`src/rtl/reg_file_wb_if.sv`:
```
// Write-back / register-read bundle between the pipeline and reg_file_wb.
// master = pipeline side, slave = register file side.
interface reg_file_wb_if #(
  parameter int DATA_W = 8,
  parameter int ADDR_W = 3
);
  logic [DATA_W-1:0] IN_ALU;
  logic [DATA_W-1:0] IN_MEM;
  logic              WB_SEL;
  logic              WRITE;
  logic [ADDR_W-1:0] INADDRESS;
  logic [ADDR_W-1:0] OUT1ADDRESS;
  logic [ADDR_W-1:0] OUT2ADDRESS;
  logic              BUSYWAIT;
  logic [DATA_W-1:0] OUT1;
  logic [DATA_W-1:0] OUT2;
  logic              WB_PENDING;

  modport master (
    output IN_ALU, IN_MEM, WB_SEL, WRITE,
    output INADDRESS, OUT1ADDRESS, OUT2ADDRESS,
    output BUSYWAIT,
    input  OUT1, OUT2, WB_PENDING
  );

  modport slave (
    input  IN_ALU, IN_MEM, WB_SEL, WRITE,
    input  INADDRESS, OUT1ADDRESS, OUT2ADDRESS,
    input  BUSYWAIT,
    output OUT1, OUT2, WB_PENDING
  );
endinterface

```
`src/rtl/reg_file_wb.sv`:
```
// Register file with a write-back FSM that holds memory loads across stalls.
// Optional REGFILE_BYPASS_EN forwards the committing write to the read ports.
module reg_file_wb #(
  parameter int DATA_W = 8,
  parameter int ADDR_W = 3
) (
  input  logic          CLK,
  input  logic          RESET,
  reg_file_wb_if.slave  bus
);
  localparam int NREG = 1 << ADDR_W;

  typedef enum logic {
    IDLE,
    WAIT_MEM
  } state_t;

  state_t            state_q, state_d;
  logic [ADDR_W-1:0] pend_addr_q, pend_addr_d;
  logic [DATA_W-1:0] regs_q [NREG];
  logic [DATA_W-1:0] regs_d [NREG];

  logic              we;
  logic [ADDR_W-1:0] waddr;
  logic [DATA_W-1:0] wdata;

  always_comb begin
    state_d     = state_q;
    pend_addr_d = pend_addr_q;
    we          = 1'b0;
    waddr       = bus.INADDRESS;
    wdata       = bus.WB_SEL ? bus.IN_MEM : bus.IN_ALU;
    unique case (state_q)
      IDLE: begin
        if (bus.WRITE) begin
          if (!bus.BUSYWAIT) begin
            we = 1'b1;
          end else if (bus.WB_SEL) begin
            pend_addr_d = bus.INADDRESS;
            state_d     = WAIT_MEM;
          end
        end
      end
      WAIT_MEM: begin
        waddr = pend_addr_q;
        wdata = bus.IN_MEM;
        if (!bus.BUSYWAIT) begin
          we      = 1'b1;
          state_d = IDLE;
        end
      end
      default: state_d = IDLE;
    endcase
  end

  always_comb begin
    regs_d = regs_q;
    if (we) regs_d[waddr] = wdata;
  end

  always_ff @(posedge CLK or posedge RESET) begin
    if (RESET) begin
      state_q     <= IDLE;
      pend_addr_q <= '0;
      regs_q      <= '{default: '0};
    end else begin
      state_q     <= state_d;
      pend_addr_q <= pend_addr_d;
      regs_q      <= regs_d;
    end
  end

  assign bus.WB_PENDING = (state_q == WAIT_MEM);

`ifdef REGFILE_BYPASS_EN
  // Forwarding is gated by RESET so the ports read zero while it is held.
  logic byp1, byp2;
  assign byp1 = we && !RESET && (waddr == bus.OUT1ADDRESS);
  assign byp2 = we && !RESET && (waddr == bus.OUT2ADDRESS);
  assign bus.OUT1 = byp1 ? wdata : regs_q[bus.OUT1ADDRESS];
  assign bus.OUT2 = byp2 ? wdata : regs_q[bus.OUT2ADDRESS];
`else
  assign bus.OUT1 = regs_q[bus.OUT1ADDRESS];
  assign bus.OUT2 = regs_q[bus.OUT2ADDRESS];
`endif
endmodule

```
`src/flat_wrapper.sv`:
```
// flat-port wrapper written by rule: the top's interface ports become plain ports
module reg_file_wb_flat 
#(
  parameter int DATA_W = 8,
  parameter int ADDR_W = 3
)
  (CLK, RESET, bus_IN_ALU, bus_IN_MEM, bus_WB_SEL, bus_WRITE, bus_INADDRESS, bus_OUT1ADDRESS, bus_OUT2ADDRESS, bus_BUSYWAIT, bus_OUT1, bus_OUT2, bus_WB_PENDING);
  reg_file_wb_if #(.DATA_W(DATA_W), .ADDR_W(ADDR_W)) bus_i ();
  input  logic CLK;
  input  logic RESET;
  input wire logic [$bits(bus_i.IN_ALU)-1:0] bus_IN_ALU;
  input wire logic [$bits(bus_i.IN_MEM)-1:0] bus_IN_MEM;
  input wire logic [$bits(bus_i.WB_SEL)-1:0] bus_WB_SEL;
  input wire logic [$bits(bus_i.WRITE)-1:0] bus_WRITE;
  input wire logic [$bits(bus_i.INADDRESS)-1:0] bus_INADDRESS;
  input wire logic [$bits(bus_i.OUT1ADDRESS)-1:0] bus_OUT1ADDRESS;
  input wire logic [$bits(bus_i.OUT2ADDRESS)-1:0] bus_OUT2ADDRESS;
  input wire logic [$bits(bus_i.BUSYWAIT)-1:0] bus_BUSYWAIT;
  output wire logic [$bits(bus_i.OUT1)-1:0] bus_OUT1;
  output wire logic [$bits(bus_i.OUT2)-1:0] bus_OUT2;
  output wire logic [$bits(bus_i.WB_PENDING)-1:0] bus_WB_PENDING;
  assign bus_i.IN_ALU = bus_IN_ALU;
  assign bus_i.IN_MEM = bus_IN_MEM;
  assign bus_i.WB_SEL = bus_WB_SEL;
  assign bus_i.WRITE = bus_WRITE;
  assign bus_i.INADDRESS = bus_INADDRESS;
  assign bus_i.OUT1ADDRESS = bus_OUT1ADDRESS;
  assign bus_i.OUT2ADDRESS = bus_OUT2ADDRESS;
  assign bus_i.BUSYWAIT = bus_BUSYWAIT;
  assign bus_OUT1 = bus_i.OUT1;
  assign bus_OUT2 = bus_i.OUT2;
  assign bus_WB_PENDING = bus_i.WB_PENDING;
  reg_file_wb #(.DATA_W(DATA_W), .ADDR_W(ADDR_W)) u_core (.CLK(CLK), .RESET(RESET), .bus(bus_i));
endmodule
```
`config.mk`:
```
export PLATFORM = sky130hd
export DESIGN_NAME = reg_file_wb_flat
export DESIGN_NICKNAME = d
export VERILOG_FILES = /design/src/rtl/reg_file_wb_if.sv /design/src/rtl/reg_file_wb.sv /design/src/flat_wrapper.sv
export SDC_FILE = /design/constraint.sdc
export NUM_CORES = 1
export LEC_CHECK = 0
export ABC_CLOCK_PERIOD_IN_PS = 3600
export BUFFER_PORTS_ARGS = -buffer_cell sky130_fd_sc_hd__clkbuf_2
export CAP_MARGIN = 20
export CORE_MARGIN = 3
export CORE_UTILIZATION = 43
export DETAILED_ROUTE_END_ITERATION = 8
export GPL_ROUTABILITY_DRIVEN = 0
export HOLD_SLACK_MARGIN = 0.06
export PLACE_DENSITY = 0.61
export SYNTH_ARGS = -nofsm -noshare
export SYNTH_HDL_FRONTEND = slang
export SYNTH_SLANG_ARGS = --single-unit
```
`constraint.sdc`:
```
create_clock -name CLK -period 3.6 [get_ports CLK]
set_input_delay 0.72 -clock CLK [delete_from_list [all_inputs] [get_ports CLK]]
set_output_delay 0.72 -clock CLK [all_outputs]
set_load 0.01 [all_outputs]
```
==> flow_summary_export.csv, run 1 <==
group,metric,value,unit
sta,finalMaxSlewViolations,0,
finish,nets,308,
floorplanning,die_x,100,um
power,seqPwrFrac,45.3,%
clocking,htreeDepth,3,
clocking,cts_setup_buffers,0,
finish,drive_gt1_share,71.0,%
floorplanning,fp.coreArea,0.00838,sq mm
clocking,cts_tree,"yes",
finish,utilization,51.8,%
placed_design,io_buffer_count,46,
finish,area_delta_synth_final,14.3,%
worst_setup_path,startpoint_type,"input port",
floorplanning,die_area,0.0100,sq mm
worst_setup_path,worst-path-buf-inv,3,
worst_hold_path,hold_path_class,"in2async",
finish,n_antenna_cell,0,
placed_design,hpwl,5.54,mm
sta,worstMarginPinSlew,0.677,ns
floorplanning,io_pins,47,
synthesis,synth_top_area_cell,"dfrtp_1",
power,swShare,28.4,%
synthesis,synth.distinct_cells,22,
detailed_routing,met1_length,3.73,mm
worst_setup_path,arrival,2.09,ns
grt,overflow,0,
clocking,cts_buffers,9,
grt,grt_max_degree,26,
sta,fin_skew,0.00454,ns
finish,num-fill-cells,732,
worst_setup_path,critPathCaptureType,"primary output",
sta,min_period_over_period,78.0,%
synthesis,netlist_top_cells_area,"dfrtp_1, mux2_2, mux4_2",
clocking,cts-resized-gates,0,
worst_setup_path,crit_family,"multiplexers",
detailed_routing,num_vias,2249,
power,power_density,649,mW/mm^2
detailed_routing,routed.top_layer,"met4",
detailed_routing,viasPerCell,5.80,
worst_setup_path,path_max_fanout,16,
sta,fmax,356,MHz
synthesis,ys_seq_elements,68,
power,vdd_drop_max,264,uV
detailed_routing,ant_nets,0,
finish,fin_area,0.00434,sq mm
detailed_routing,dr.first_iter.drc_count,46,
worst_setup_path,worstPathCellList,"clkbuf_2 > buf_4 > mux4_2 > mux2_2 > clkbuf_2",
placed_design,postPlaceCellArea,0.00414,sq mm
clocking,clk_latency,0.33,ns
floorplanning,rows,33,
floorplanning,start_util,45.3,%
grt,grt_usage,18.2,%
finish,multi_input_area,0.00203,sq mm
clocking,cts_hold_buf,0,
detailed_routing,wirelength,8.26,mm
worst_setup_path,regToRegSetupSlack,1.37,ns
worst_setup_path,worst-setup-path-type,"in2out",
worst_setup_path,cpMostUsedCell,"clkbuf_2",
power,leakage,1.78,nW
clocking,cts_sinks,68,
synthesis,ys_seq_area_share,44.8,%
sta,finalSetupViolations,0,
synthesis,ys_warn_count,0,
grt,grt_first_pass_wirelength,13.6,mm
sta,finalHoldViolations,0,
synthesis,syn-instance-count,230,
power,p_sw,0.799,mW
sta,slew_headroom,54.9,%
power,pwr-share-clk,22.7,%
clocking,cts-root-buf,"clkbuf_8",
floorplanning,die_height,100,um
grt,antenna_found_initial,0,
detailed_routing,wl_per_cell,21.3,um
detailed_routing,dr_wl_met3,261,um
finish,final-seq-area,0.00170,sq mm
synthesis,avgSynthCellArea,16.5,sq um
detailed_routing,first_pass_iters,4,
grt,grt_pass1_vias,2433,
power,p_total,2.82,mW
status,outcome,"completed",
job,cap_viol_max_count,0,
power,p_comb_share,31.9,%
worst_setup_path,max_stage_delay,0.55,ns
power,internal-power,2.02,mW
synthesis,synth_top_area_share,44.8,%
synthesis,synthesis.area,0.00380,sq mm
detailed_routing,met2_length,4.13,mm
clocking,clockBufferDepth,2,
worst_setup_path,required,2.88,ns
detailed_routing,drc,0,
sta,fin_crit,2.81,ns
sta,finalSetupTns,0,ns
sta,rsz0062_at_grt,"false",
clocking,path_clk_slew,0.07,ns
synthesis,synth_nets,260,
worst_setup_path,critPathSlowestCell,"mux4_2",
-- metal layers --
layer  track usage (%)  vias to the layer above
met3              3.06                       10
met2              29.1                       40
met5                 0                        -
li1                  -                     1010
met1              24.9                     1189
met4              7.15                        0
-- cell usage after synthesis, drive strengths merged --
cell     instances
nand3b           4
a22oi            8
or4b             1
or3b             4
dfrtp           68
or3              1
a21oi            1
mux2            91
clkbuf           6
nand4b           1
nand3            1
nor2b            1
mux4            32
inv              1
nand4bb          1
nor2             1
buf              8
-- registers in the layout, summed over array words and instances (netlist names) --
signal and flops:
u_core.pend_addr_q 3, u_core.regs_q 64, u_core.bus.WB_PENDING 1
-- power groups by stage --
stage	logic, mW	registers, mW	clock network, mW
after floorplan	0.728	1.21	0
after global placement	0.894	1.27	0
after CTS	0.915	1.27	0.656
after detailed placement	0.911	1.28	0
final	0.899	1.28	0.640
after global routing	0.980	1.32	0.697
-- worst paths after layout --
path,startpoint,endpoint,cells past startpoint
min in group CLK,u_core.regs_q[13]$_DFFE_PP0P_,u_core.regs_q[13]$_DFFE_PP0P_,1
min reg2reg,u_core.regs_q[13]$_DFFE_PP0P_,u_core.regs_q[13]$_DFFE_PP0P_,1
max reg2reg,u_core.bus.WB_PENDING$_DFF_PP0_,u_core.regs_q[47]$_DFFE_PP0P_,3
max in group asynchronous,RESET,u_core.regs_q[21]$_DFFE_PP0P_,3
max,bus_OUT2ADDRESS[0],bus_OUT2[3],5
min,RESET,u_core.pend_addr_q[2]$_DFFE_PP0P_,2
-- final cells by class --
| type | instances | area share [%] |
|---|---|---|
| well taps | 105 | 3.03 |
| multi-input cells | 147 | 46.8 |
| clock buffers | 12 | 3.58 |
| repair buffers | 51 | 6.17 |
| inverters | 1 | 0.0865 |
| flip-flops and latches | 68 | 39.2 |
| clock inverters | 4 | 1.10 |
-- metrics by stage --
| step | hold WS [ns] | setup WS, ns | cells |
|---|---|---|---|
| after detailed placement | 0.499 | 0.768 | 372 |
| after floorplan | 0.470 | 0.825 | 230 |
| after CTS | 0.413 | 0.761 | 388 |
| final | 0.405 | 0.792 | 388 |
| after global routing | 0.450 | 0.711 | 388 |
| after global placement | 0.488 | 0.785 | 372 |
-- kinds of logic after synthesis --
family,count (synthesis),share of synthesized area [%]
buffers and inverters,15,1.68
AO/OA/AOI/OAI,9,4.38
AND/OR/NAND/NOR,15,3.16
flip-flops,68,44.8
multiplexers,123,46.0
-- cells in the final DEF, fill, tap and decap left out --
master and count:
mux2_1 1, a22oi_2 1, nand4b_1 1, inv_2 1, nand3b_1 3, or3_1 1, clkbuf_2 46, dfrtp_1 68
buf_4 5, or3b_1 1, clkbuf_1 1, nand4bb_1 1, bufinv_16 1, clkbuf_8 11, clkinv_2 2, nor2_1 1
or3b_2 3, a21oi_1 1, nand3b_2 1, mux2_2 90, nand3_1 1, a22oi_4 7, or4b_1 1, mux4_2 32
clkinvlp_4 1, nor2b_1 1
(Power assumes the default switching activity.)
==> inputs of run 2 (changes only) <==
Settings changed: ABC_CLOCK_PERIOD_IN_PS 3600 to 2850.
Clock period 3.6 ns to 2.85 ns, I/O delays scaled along.
==> flow_summary_export.csv, run 2 (synthesized netlist as in run 1, its figures left out) <==
group,metric,value,unit
sta,rsz0062_at_grt,"false",
power,leakage,1.78,nW
sta,finalSetupViolations,0,
sta,fin_skew,0.00396,ns
detailed_routing,drc,0,
finish,n_antenna_cell,0,
clocking,htreeDepth,3,
finish,final_cell_mix,"mux2_2, dfrtp_1, clkbuf_2",
detailed_routing,routed.top_layer,"met4",
detailed_routing,ant_nets,0,
finish,top_register,"u_core.regs_q",
worst_setup_path,arrival,1.81,ns
clocking,cts_setup_buffers,0,
detailed_routing,dr_wl_met3,215,um
clocking,cts_hold_buf,0,
floorplanning,die_height,100,um
floorplanning,io_pins,47,
job,cap_viol_max_count,0,
sta,fin_crit,2.38,ns
clocking,cts_tree,"yes",
detailed_routing,met1_length,3.89,mm
power,swShare,29.1,%
power,power_density,793,mW/mm^2
sta,min_period_over_period,83.6,%
finish,num-fill-cells,733,
finish,final_common_cell,"mux2_2",
grt,antenna_found_initial,0,
finish,drive_gt1_share,71.1,%
detailed_routing,dr.first_iter.drc_count,42,
detailed_routing,first_pass_iters,4,
finish,area_delta_synth_final,14.2,%
clocking,cts_sinks,68,
floorplanning,rows,33,
grt,grt_max_degree,27,
detailed_routing,met2_length,4.25,mm
sta,fmax,420,MHz
grt,overflow,0,
floorplanning,fp.coreArea,0.00838,sq mm
placed_design,io_buffer_count,46,
power,pwr-share-clk,19.9,%
sta,whs,0.257,ns
worst_hold_path,hold_path_class,"in2async",
clocking,clk_latency,0.33,ns
finish,largest_register_ffs,64,
power,p_total,3.44,mW
clocking,cts-resized-gates,0,
floorplanning,die_area,0.0100,sq mm
power,internal-power,2.44,mW
placed_design,hpwl,5.61,mm
power,p_sw,1.00,mW
worst_setup_path,path_max_fanout,16,
clocking,cts_buffers,9,
sta,finalHoldViolations,0,
power,p_comb_share,33.2,%
detailed_routing,viasPerCell,5.88,
detailed_routing,wl_per_cell,21.7,um
worst_setup_path,startpoint_type,"input port",
finish,nets,309,
power,vdd_drop_max,342,uV
power,seqPwrFrac,46.9,%
clocking,clockBufferDepth,2,
sta,slew_headroom,64.7,%
floorplanning,die_x,100,um
grt,grt_pass1_vias,2388,
status,outcome,"completed",
detailed_routing,wirelength,8.44,mm
detailed_routing,num_vias,2289,
worst_setup_path,critPathCaptureType,"primary output",
sta,finalMaxSlewViolations,0,
grt,grt_usage,18.3,%
worst_setup_path,worst-setup-path-type,"in2out",
sta,worstMarginPinSlew,0.530,ns
floorplanning,start_util,45.3,%
clocking,cts-root-buf,"clkbuf_8",
grt,grt_first_pass_wirelength,13.7,mm
sta,finalSetupTns,0,ns
clocking,path_clk_slew,0.07,ns
worst_setup_path,required,2.28,ns
## run 2: changes by cell type in the layout (fill, tap and decap cells not counted), sizes merged
cell and delta:
buf +1, clkinv +2, bufinv -1, clkbuf -1
## run 2: routing by layer
layer / up-vias / track usage (%)
li1: 1014 / -
met4: 0 / 6.22
met3: 7 / 2.22
met5: - / 0
met1: 1236 / 25.8
met2: 32 / 29.7
## run 2: path summary, 6_finish.rpt
kind | startpoint | to | slack [ns] | cells past startpoint
worst min-delay path | RESET | u_core.pend_addr_q[1]$_DFFE_PP0P_ | 0.26 | 2
worst max-delay path | bus_OUT1ADDRESS[0] | bus_OUT1[3] | 0.47 | 5
worst max register to register | u_core.bus.WB_PENDING$_DFF_PP0_ | u_core.regs_q[44]$_DFFE_PP0P_ | 0.59 | 3
worst min register to register | u_core.regs_q[13]$_DFFE_PP0P_ | u_core.regs_q[13]$_DFFE_PP0P_ | 0.51 | 1
max in group asynchronous | RESET | u_core.regs_q[62]$_DFFE_PP0P_ | 1.86 | 3
min in group CLK | bus_INADDRESS[0] | u_core.pend_addr_q[0]$_DFFE_PP0P_ | 0.51 | 2
## run 2: layout make-up
cell class / instances / area [sq um] / area share, %
multi-input cells: 147 / 2030 / 46.8
flip-flops and latches: 68 / 1700 / 39.2
repair buffers: 52 / 300 / 6.92
clock buffers: 11 / 141 / 3.26
well taps: 105 / 131 / 3.03
clock inverters: 5 / 27.5 / 0.635
inverters: 1 / 3.75 / 0.0865
## run 2: power by group through the flow
stage,Combinational (mW),Clock [mW],Sequential (mW)
detailed placement,1.16,0,1.63
finish,1.14,0.685,1.61
CTS,1.16,0.712,1.61
floorplan,0.920,0,1.53
global placement,1.13,0,1.60
global route,1.25,0.747,1.67
## run 2: stage by stage
stage / cell area [sq um] / instances / setup WS, ns / util, %
finish: 4340 / 389 / 0.467 / 51.8
global route: 4340 / 389 / 0.419 / 51.8
CTS: 4340 / 389 / 0.447 / 51.8
detailed placement: 4170 / 373 / 0.433 / 49.7
global placement: 4170 / 373 / 0.452 / 49.7
floorplan: 3800 / 230 / 0.375 / -
## run 2: critical path, cell delays in order
cell and delay [ns]:
clkbuf_2 0.11, buf_12 0.19, mux4_2 0.52, mux2_2 0.29, clkbuf_2 0.13
==> inputs of run 3 (changes only) <==
Settings changed: ABC_AREA set to 1, ABC_CLOCK_PERIOD_IN_PS 2850 to 2000, PLACE_DENSITY 0.61 to 0.63.
Clock period 2.85 ns to 2 ns, I/O delays scaled along.
==> flow_summary_export.csv, run 3 <==
group,metric,value,unit
status,outcome,"completed",
grt,grt_usage,24.1,%
placed_design,hpwl,9.57,mm
worst_setup_path,arrival,1.35,ns
clocking,cts-resized-gates,0,
power,vdd_drop_max,410,uV
synthesis,ys_warn_count,0,
synthesis,synth_fa_ha_area_share,0,%
finish,drive_gt1_share,13.4,%
detailed_routing,num_vias,4600,
power,internal-power,3.10,mW
synthesis,synth_nets,742,
job,cap_viol_max_count,0,
floorplanning,io_pins,47,
floorplanning,die_height,108,um
sta,finalSetupViolations,0,
clocking,cts_sinks,68,
sta,rsz0062_at_grt,"false",
synthesis,synth_xor_area_share,0,%
power,power_density,1020,mW/mm^2
synthesis,synthesis.area,0.00451,sq mm
synthesis,synth_compound_gate_area_share,1.69,%
detailed_routing,first_pass_iters,5,
detailed_routing,viasPerCell,5.18,
worst_setup_path,path_max_fanout,2,
synthesis,ys_top_cells_by_count,"nand2_1, nand3_1, inv_1",
power,leakage,3.05,nW
finish,num-fill-cells,1070,
synthesis,synth_top_family_by_area,"simple AND/OR/NAND/NOR gates",
synthesis,synth_edf_count,0,
grt,overflow,0,
grt,grt_pass1_vias,4250,
finish,final_common_cell,"nand2_1",
placed_design,io_buffer_count,46,
synthesis,netlist_top_cells_area,"dfrtp_1, nand2_1, nand3_1",
worst_setup_path,critPathCaptureType,"primary output",
synthesis,synth.distinct_cells,16,
synthesis,synth_top_area_cell,"dfrtp_1",
synthesis,synth_top_area_share,37.7,%
floorplanning,die_area,0.0118,sq mm
grt,grt_first_pass_wirelength,21.9,mm
finish,nets,780,
sta,fin_crit,1.75,ns
sta,fmax,572,MHz
clocking,clockBufferDepth,2,
sta,finalHoldViolations,0,
worst_setup_path,critPathLaunch,"u_core.regs_q[7]$_DFFE_PP0P_",
grt,grt_max_degree,69,
synthesis,ys_seq_area_share,37.7,%
clocking,cts_hold_buf,0,
detailed_routing,wirelength,13.2,mm
floorplanning,rows,36,
clocking,path_clk_slew,0.07,ns
sta,slew_headroom,68.1,%
power,p_comb_share,36.3,%
power,swShare,40.3,%
floorplanning,die_x,108,um
synthesis,synthArstFlopShare,100,%
synthesis,ys_seq_elements,68,
detailed_routing,wl_per_cell,14.8,um
synthesis,synth-simple-area-share,49.7,%
clocking,cts_buffers,9,
worst_setup_path,startpoint_type,"flop",
synthesis,syn-instance-count,712,
detailed_routing,ant_nets,0,
worst_hold_path,hold_path_class,"in2async",
finish,n_antenna_cell,0,
sta,fin_skew,0.00947,ns
clocking,htreeDepth,3,
sta,worstMarginPinSlew,0.477,ns
power,p_sw,2.09,mW
finish,final_cell_mix,"nand2_1, nand3_1, inv_1",
worst_setup_path,r2r_start,"u_core.bus.WB_PENDING$_DFF_PP0_",
clocking,cts-root-buf,"clkbuf_8",
synthesis,avgSynthCellArea,6.34,sq um
grt,antenna_found_initial,0,
detailed_routing,drc,0,
power,p_total,5.19,mW
sta,whs,0.116,ns
synthesis,yosysMostFrequentCell,"nand2_1",
sta,finalSetupTns,0,ns
worst_setup_path,required,1.60,ns
floorplanning,fp.coreArea,0.0100,sq mm
finish,area_delta_synth_final,12.6,%
finish,largest_register_ffs,64,
synthesis,synthMuxAreaShare,0,%
finish,top_register,"u_core.regs_q",
worst_setup_path,worst-setup-path-type,"reg2out",
clocking,cts_tree,"yes",
power,seqPwrFrac,41.4,%
sta,min_period_over_period,87.3,%
clocking,clk_latency,0.35,ns
clocking,cts_setup_buffers,0,
floorplanning,start_util,45.1,%
detailed_routing,dr.first_iter.drc_count,428,
power,pwr-share-clk,22.3,%
synthesis,synth-main-ff-cell,"dfrtp_1",
sta,finalMaxSlewViolations,0,
run 3: cells by family after synthesis:
group                  Yosys count
and+or+nand+nor                517
buffers and inverters          114
DFF                             68
AOI/OAI and AO/OA               13
run 3: worst max-delay path, stage by stage, from the launching register on:
cell	delay, ns
dfrtp_1	0.39
inv_1	0.13
nand2_1	0.07
nand3_1	0.08
nand2_1	0.09
nand2_1	0.07
nand2_1	0.05
clkbuf_2	0.12
run 3: power groups by stage:
stage	combinational (mW)	clock (mW)	sequential (mW)
floorplan	1.37	0	2.05
global placement	1.85	0	2.13
detailed placement	1.87	0	2.16
CTS	1.88	1.19	2.14
global route	2.18	1.24	2.20
finish	1.89	1.16	2.14
run 3: metal layers:
layer | part of all wire [%] | up-vias | track usage [%]
li1 | - | 2255 | -
met1 | 47 | 2093 | 35.4
met2 | 41 | 227 | 34.0
met3 | 9.4 | 25 | 5.97
met4 | 2.3 | 0 | 8.75
met5 | 0 | - | 0
run 3: through the flow:
step | std cells | utilization (%) | cell area (sq um) | worst slack [ns]
6_report | 888 | 50.8 | 5080 | 0.253
3_5_place_dp | 872 | 48.8 | 4880 | 0.305
4_1_cts | 888 | 50.8 | 5080 | 0.254
5_1_grt | 888 | 50.8 | 5080 | 0.122
2_1_floorplan | 712 | - | 4510 | 0.376
3_3_place_gp | 872 | 48.8 | 4880 | 0.333
run 3: cell type report:
cell class	instances	area (sq um)	share of cell area (%)
timing repair buffer	62	388	7.64
inverter	79	300	5.91
tap	133	166	3.28
clock buffer	12	155	3.05
multi-input combinational	530	2320	45.7
sequential	68	1700	33.5
clock inverter	4	47.5	0.936
run 3: worst paths after layout:
check                                                         end  slack (ns)  cells after the start
worst max-delay path                                  bus_OUT2[7]        0.25                      7
worst min-delay path              u_core.bus.WB_PENDING$_DFF_PP0_        0.12                      3
worst max register to register      u_core.regs_q[23]$_DFFE_PP0P_        0.38                      7
worst min register to register      u_core.regs_q[17]$_DFFE_PP0P_        0.47                      2
max in group asynchronous           u_core.regs_q[17]$_DFFE_PP0P_        1.58                      3
min in group CLK                u_core.pend_addr_q[0]$_DFFE_PP0P_        0.32                      3
